### src/rtl/store_unit.sv
// rtl/store_unit.sv - store lane steering and write-port sequencer for sb/sh/sw
// Optional STORE_SPLIT_EN: cross-word stores become two aligned writes instead of being rejected.
module store_unit #(
    parameter int ADDR_W = 32
) (
    input  logic              clk,
    input  logic              reset,
    input  logic              req_valid,
    output logic              req_ready,
    input  logic [2:0]        StoreTypeM,
    input  logic [ADDR_W-1:0] addrM,
    input  logic [31:0]       WriteDataM,
    output logic              mem_we,
    output logic [ADDR_W-1:0] mem_addr,
    output logic [3:0]        mem_be,
    output logic [31:0]       mem_wdata,
    input  logic              mem_ack,
    output logic              done,
    output logic              misaligned
);

    typedef enum logic [1:0] {
        IDLE = 2'd0,
        WR0  = 2'd1
`ifdef STORE_SPLIT_EN
        ,
        WR1  = 2'd2
`endif
    } state_t;

    state_t            r_state;
    logic              r_mem_we;
    logic [ADDR_W-1:0] r_mem_addr;
    logic [3:0]        r_mem_be;
    logic [31:0]       r_mem_wdata;
    logic              r_done;
    logic              r_misaligned;

    state_t            w_nxt_state;
    logic              w_nxt_we;
    logic [ADDR_W-1:0] w_nxt_addr;
    logic [3:0]        w_nxt_be;
    logic [31:0]       w_nxt_wdata;
    logic              w_nxt_done;
    logic              w_nxt_mis;

    logic [3:0]        w_mask;
    logic              w_legal;
    logic [7:0]        w_be8;
    logic              w_cross;
    logic [31:0]       w_wlo;
    logic [ADDR_W-1:0] w_base;

`ifdef STORE_SPLIT_EN
    logic [3:0]        r_hi_be;
    logic [31:0]       r_hi_wdata;
    logic [3:0]        w_nxt_hi_be;
    logic [31:0]       w_nxt_hi_wdata;
    logic [63:0]       w_d64;
    logic [31:0]       w_whi;

    assign w_d64 = {32'h0000_0000, WriteDataM} << {addrM[1:0], 3'b000};
    assign w_wlo = w_d64[31:0];
    assign w_whi = w_d64[63:32];
`else
    assign w_wlo = WriteDataM << {addrM[1:0], 3'b000};
`endif

    always_comb begin
        w_mask  = 4'b0000;
        w_legal = 1'b1;
        case (StoreTypeM)
            3'b000:  w_mask = 4'b0001;
            3'b001:  w_mask = 4'b0011;
            3'b010:  w_mask = 4'b1111;
            default: w_legal = 1'b0;
        endcase
    end

    assign w_be8   = {4'b0000, w_mask} << addrM[1:0];
    assign w_cross = |w_be8[7:4];
    assign w_base  = {addrM[ADDR_W-1:2], 2'b00};

    always_comb begin
        w_nxt_state = r_state;
        w_nxt_we    = r_mem_we;
        w_nxt_addr  = r_mem_addr;
        w_nxt_be    = r_mem_be;
        w_nxt_wdata = r_mem_wdata;
        w_nxt_done  = 1'b0;
        w_nxt_mis   = 1'b0;
`ifdef STORE_SPLIT_EN
        w_nxt_hi_be    = r_hi_be;
        w_nxt_hi_wdata = r_hi_wdata;
`endif
        case (r_state)
            IDLE: begin
                if (req_valid) begin
                    if (!w_legal) begin
                        w_nxt_done = 1'b1;
`ifndef STORE_SPLIT_EN
                    end else if (w_cross) begin
                        w_nxt_done = 1'b1;
                        w_nxt_mis  = 1'b1;
`endif
                    end else begin
                        w_nxt_state = WR0;
                        w_nxt_we    = 1'b1;
                        w_nxt_addr  = w_base;
                        w_nxt_be    = w_be8[3:0];
                        w_nxt_wdata = w_wlo;
`ifdef STORE_SPLIT_EN
                        w_nxt_hi_be    = w_be8[7:4];
                        w_nxt_hi_wdata = w_whi;
`endif
                    end
                end
            end
            WR0: begin
                if (mem_ack) begin
`ifdef STORE_SPLIT_EN
                    if (|r_hi_be) begin
                        // second half loads on the ack edge so mem_we never drops between halves
                        w_nxt_state = WR1;
                        w_nxt_addr  = r_mem_addr + ADDR_W'(4);
                        w_nxt_be    = r_hi_be;
                        w_nxt_wdata = r_hi_wdata;
                    end else begin
`endif
                        w_nxt_state = IDLE;
                        w_nxt_we    = 1'b0;
                        w_nxt_addr  = '0;
                        w_nxt_be    = 4'b0000;
                        w_nxt_wdata = 32'h0;
                        w_nxt_done  = 1'b1;
`ifdef STORE_SPLIT_EN
                    end
`endif
                end
            end
`ifdef STORE_SPLIT_EN
            WR1: begin
                if (mem_ack) begin
                    w_nxt_state = IDLE;
                    w_nxt_we    = 1'b0;
                    w_nxt_addr  = '0;
                    w_nxt_be    = 4'b0000;
                    w_nxt_wdata = 32'h0;
                    w_nxt_done  = 1'b1;
                end
            end
`endif
            default: begin
                w_nxt_state = IDLE;
                w_nxt_we    = 1'b0;
                w_nxt_addr  = '0;
                w_nxt_be    = 4'b0000;
                w_nxt_wdata = 32'h0;
            end
        endcase
    end

    always_ff @(posedge clk) begin
        if (reset) begin
            r_state      <= IDLE;
            r_mem_we     <= 1'b0;
            r_mem_addr   <= '0;
            r_mem_be     <= 4'b0000;
            r_mem_wdata  <= 32'h0;
            r_done       <= 1'b0;
            r_misaligned <= 1'b0;
`ifdef STORE_SPLIT_EN
            r_hi_be      <= 4'b0000;
            r_hi_wdata   <= 32'h0;
`endif
        end else begin
            r_state      <= w_nxt_state;
            r_mem_we     <= w_nxt_we;
            r_mem_addr   <= w_nxt_addr;
            r_mem_be     <= w_nxt_be;
            r_mem_wdata  <= w_nxt_wdata;
            r_done       <= w_nxt_done;
            r_misaligned <= w_nxt_mis;
`ifdef STORE_SPLIT_EN
            r_hi_be      <= w_nxt_hi_be;
            r_hi_wdata   <= w_nxt_hi_wdata;
`endif
        end
    end

    assign req_ready  = (r_state == IDLE);
    assign mem_we     = r_mem_we;
    assign mem_addr   = r_mem_addr;
    assign mem_be     = r_mem_be;
    assign mem_wdata  = r_mem_wdata;
    assign done       = r_done;
    assign misaligned = r_misaligned;

endmodule

### config.mk
export PLATFORM = sky130hd
export DESIGN_NAME = store_unit
export DESIGN_NICKNAME = d
export VERILOG_FILES = /design/src/rtl/store_unit.sv
export SDC_FILE = /design/constraint.sdc
export NUM_CORES = 1
export LEC_CHECK = 0
export CORE_MARGIN = 2
export CORE_UTILIZATION = 35
export DETAILED_ROUTE_END_ITERATION = 12
export GPL_ROUTABILITY_DRIVEN = 1
export HOLD_SLACK_MARGIN = 0.1
export PLACE_DENSITY = 0.72
export SYNTH_ARGS = -nofsm -noshare
export SYNTH_HDL_FRONTEND = slang
export SYNTH_SLANG_ARGS = --single-unit
### constraint.sdc
create_clock -name clk -period 1.9 [get_ports clk]
set_input_delay 0.38 -clock clk [delete_from_list [all_inputs] [get_ports clk]]
set_output_delay 0.38 -clock clk [all_outputs]
set_load 0.01 [all_outputs]
==> results.rst <==
.. list-table::
   :header-rows: 1

   * - Metric
     - Value
   * - Fin. max-slew vios
     - 0
   * - Average wire per standard cell
     - 16.2 um
   * - Multi-input logic area
     - 1320 um2
   * - Slew at the pin with the worst max-slew slack
     - 0.611 ns
   * - Standby leakage power
     - 1.78 nW
   * - Number of distinct standard cells referenced by the synthesized netlist
     - 35
   * - Hold Crit Class
     - reg2reg
   * - Highest achievable clock rate
     - 556 MHz
   * - Critical Path RT
     - 1.52 ns
   * - Worst-case vdd ir drop
     - 0.000264 V
   * - Critical path endpoint category
     - output pin
   * - GRT Residual Overflow
     - 0
   * - Detailed-route via count
     - 2715
   * - Most numerous cell types in the synthesized netlist
     - 69 x sky130_fd_sc_hd__dfxtp_1, 48 x sky130_fd_sc_hd__a22o_1, 24 x sky130_fd_sc_hd__mux2i_1
   * - Post-route worst hold slack
     - 0.454 ns
   * - Slowest stage delay, CP
     - 0.53 ns
   * - Final HPWL from detailed placement
     - 6320 um
   * - Design Area, Final
     - 4630 um2
   * - Net switching power
     - 0.000813 W
   * - Area of the die
     - 8810 um2
   * - First-pass GRT wire length
     - 13400 um
   * - Number of buffers on the longest clock path
     - 2
   * - Fillers
     - 679
   * - Max-cap violation count
     - 0
   * - Worst-skew pair later-pin latency
     - 0.34 ns
   * - P per Cell Area
     - 676 nW/um2
   * - Crit path capture
     - mem_we
   * - Number of levels the H-tree was split into
     - 3
   * - Outcome
     - finished clean
   * - Pint
     - 0.00232 W
   * - Post-layout worst setup margin
     - 0.102 ns
   * - Post-Place Setup Slack
     - -0.172 ns
   * - Gate count of the mapped netlist
     - 280
   * - Source of the critical timing path
     - mem_we
   * - # rows
     - 32
   * - Proportion of layout cells with a drive suffix above 1
     - 11.1%
   * - # hold bufs at CTS
     - 0
   * - Syn Area/Cell
     - 10.1 um2
   * - Width of the die
     - 93.9 um
   * - Worst r2r dst
     - mem_wdata[11]
   * - R2r startpoint
     - mem_we
   * - Layout net count
     - 500
   * - Top layer used by detailed routing
     - met4
   * - Sequential element share of the synthesized area
     - 48.9%
   * - Total cell area at the placement stage
     - 4470 um2
   * - Clock tree root driver cell
     - sky130_fd_sc_hd__clkbuf_8
   * - Top cell type by total area after synthesis
     - sky130_fd_sc_hd__dfxtp_1
   * - Critical path peak fanout
     - 6
   * - Post-route fraction of the period consumed by the critical path
     - 94.6%
   * - Global-route usage over all layers
     - 19.6%
   * - DRC violation count after routing
     - 0
   * - Share of total power in the clock network
     - 32.9%
   * - Yosys warning total
     - 0
   * - TritonRoute pass-1 iters
     - 4
   * - Headroom to the max-slew limit
     - 59.2%
   * - Share of Yosys cell area claimed by the top area cell type
     - 48.9%
   * - Reg2Reg Depth
     - 4
   * - Number of global-route vias before repair
     - 2628
   * - Share of power burned in registers
     - 48.5%
   * - Antenna Violating Nets Remaining
     - 0
   * - Data arrival time of the critical path
     - 1.42 ns
   * - Flip-flop and latch count after synthesis
     - 69
   * - Async set-reset flop share out of synthesis
     - 0%
   * - Layout Area Growth over Synthesis
     - 64.0%
   * - RSZ-0062 raised after global routing
     - false
   * - Top-level I/O count
     - 143
   * - RD Place Congestion
     - 0.801
   * - Slowest cell on the critical path
     - sky130_fd_sc_hd__clkdlybuf4s50_1
   * - Part of the power in combinational logic
     - 18.5%
   * - Total number of clock tree sinks
     - 69
   * - Slack of the worst reg-to-reg path
     - 0.39 ns
   * - Critical Setup Path Class
     - reg2out
   * - Final cell count without fillers
     - 535
   * - Setup-violating endpoint count in the final report
     - 0
   * - Clock skew after layout
     - 0.00514 ns
   * - Top flip-flop cell by instance count after synthesis
     - sky130_fd_sc_hd__dfxtp_1
   * - Number of enable-type register cells in the synthesized netlist
     - 0
   * - Number of I/O port buffers
     - 140
   * - Number of setup buffers added after CTS
     - 0
   * - CTS buffer count
     - 9
   * - Clock-pin slew reported for the worst setup and hold paths after clock tree synthesis
     - 0.07 ns
   * - Pin count of the biggest net entering global routing
     - 41
   * - Count of routing violations after the opening detailed-route iteration
     - 117
   * - Hold Vio Cnt, Final
     - 0
   * - Routed wl met2
     - 4050 um
   * - Inserted Diodes
     - 0
   * - Vias/cell
     - 5.07
   * - CTS tree
     - done
   * - Metal3 WL
     - 479 um
   * - Placeable core region
     - 7770 um2
   * - CP cell instances
     - buf_4 > clkdlybuf4s50_1
   * - Tmin final
     - 1.80 ns
   * - Sw Share
     - 25.9%
   * - Number of antenna violations at the first check in global routing
     - 0
   * - Area of all sequential standard cells
     - 1380 um2
   * - Effective utilization at floorplan
     - 36.4%
   * - Final WL
     - 8690 um
   * - Die Height
     - 93.9 um
   * - Number of placed instances with taps included
     - 520
   * - Startpoint kind of the worst setup timing path
     - register
   * - Combined area of all synthesized cells
     - 2830 um2
   * - Wire length on met1
     - 3940 um
   * - Main area contributors after synthesis
     - sky130_fd_sc_hd__dfxtp_1 49%, sky130_fd_sc_hd__a22o_1 15%, sky130_fd_sc_hd__mux2i_1 8.5%
   * - Cell with the most instances after synthesis
     - sky130_fd_sc_hd__dfxtp_1
-- area by class of cell --
cell class,instances,share of cell area (%)
multi-input cells,181,28.6
inverters,3,0.243
flip-flops and latches,69,29.8
repair buffers,165,35.0
well taps,102,2.75
clock buffers,10,2.97
clock inverters,5,0.594
-- registers in the layout (all words and copies together) (netlist names) --
register / count
misaligned: 1
done: 1
mem_wdata: 32
mem_be: 4
mem_we: 1
mem_addr: 30
-- worst min path at each step --
stage,start,endpoint,slack [ns],cells after the start
CTS,mem_be[1],mem_be[1],0.46,2
global route,mem_be[1],mem_be[1],0.47,2
finish,mem_be[1],mem_be[1],0.45,2
floorplan,mem_be[1],mem_be[1],0.48,2
detailed placement,mem_be[1],mem_be[1],0.43,2
global placement,mem_be[1],mem_be[1],0.44,2
-- metal layers --
layer  track usage (%)  vias to the layer above
met5                 0                        -
met4              8.57                        0
met3              4.74                       14
met2              29.9                       99
met1              26.2                     1263
li1                  -                     1339
-- per-stage QoR --
step / utilization, % / power [W] / setup TNS, ns
after detailed placement: 57.5 / 0.00213 / -8.89
final: 59.7 / 0.00313 / 0
after CTS: 59.6 / 0.00316 / 0
after global routing: 59.7 / 0.00328 / 0
after floorplan: - / 0.00179 / 0
after global placement: 57.5 / 0.00212 / -6.06
-- worst max-delay path, delay by kind of cell (launching register included) --
family   cells  cell delay [ns]
buf+inv      2             0.69
flops        1             0.40
-- power by group through the flow --
stage	clock [W]	combinational, W	sequential (W)
floorplan	0	0.000213	0.00157
global placement	0	0.000573	0.00155
detailed placement	0	0.000578	0.00155
CTS	0.00106	0.000581	0.00152
global route	0.00114	0.000623	0.00152
finish	0.00103	0.000581	0.00152
-- what timing repair did --
| action | in CTS | in global routing |
|---|---|---|
| cloned | 0 | 0 |
| endpoints found under the setup margin | 1 | 1 |
| resized for setup | 1 | 1 |
| pin swaps | 0 | 0 |
-- cells by family after synthesis --
family                 count (synthesis)  synth area share (%)
AOI/OAI and AO/OA                     94                  24.3
DFF                                   69                  48.9
and+or+nand+nor                       61                  12.9
buffers and inverters                 31                  5.31
muxes                                 24                  8.50
other                                  1                 0.133
-- cell usage in the layout (no fill, tap or decap), types with 2 or more instances in the layout --
master,instances
sky130_fd_sc_hd__a211oi_1,2
sky130_fd_sc_hd__a21o_1,2
sky130_fd_sc_hd__a21oi_1,20
sky130_fd_sc_hd__a22o_1,48
sky130_fd_sc_hd__buf_12,3
sky130_fd_sc_hd__buf_4,22
sky130_fd_sc_hd__clkbuf_8,10
sky130_fd_sc_hd__clkdlybuf4s50_1,138
sky130_fd_sc_hd__clkinv_2,4
sky130_fd_sc_hd__conb_1,2
sky130_fd_sc_hd__dfxtp_1,68
sky130_fd_sc_hd__inv_1,3
sky130_fd_sc_hd__mux2i_1,24
sky130_fd_sc_hd__nand2_1,13
sky130_fd_sc_hd__nand2b_1,11
sky130_fd_sc_hd__nand3_1,16
sky130_fd_sc_hd__nor2_1,2
sky130_fd_sc_hd__nor2b_1,2
sky130_fd_sc_hd__o21ai_0,9
sky130_fd_sc_hd__o22ai_1,8
sky130_fd_sc_hd__or3_1,8
Note: power is estimated with default switching activity, not from simulation.
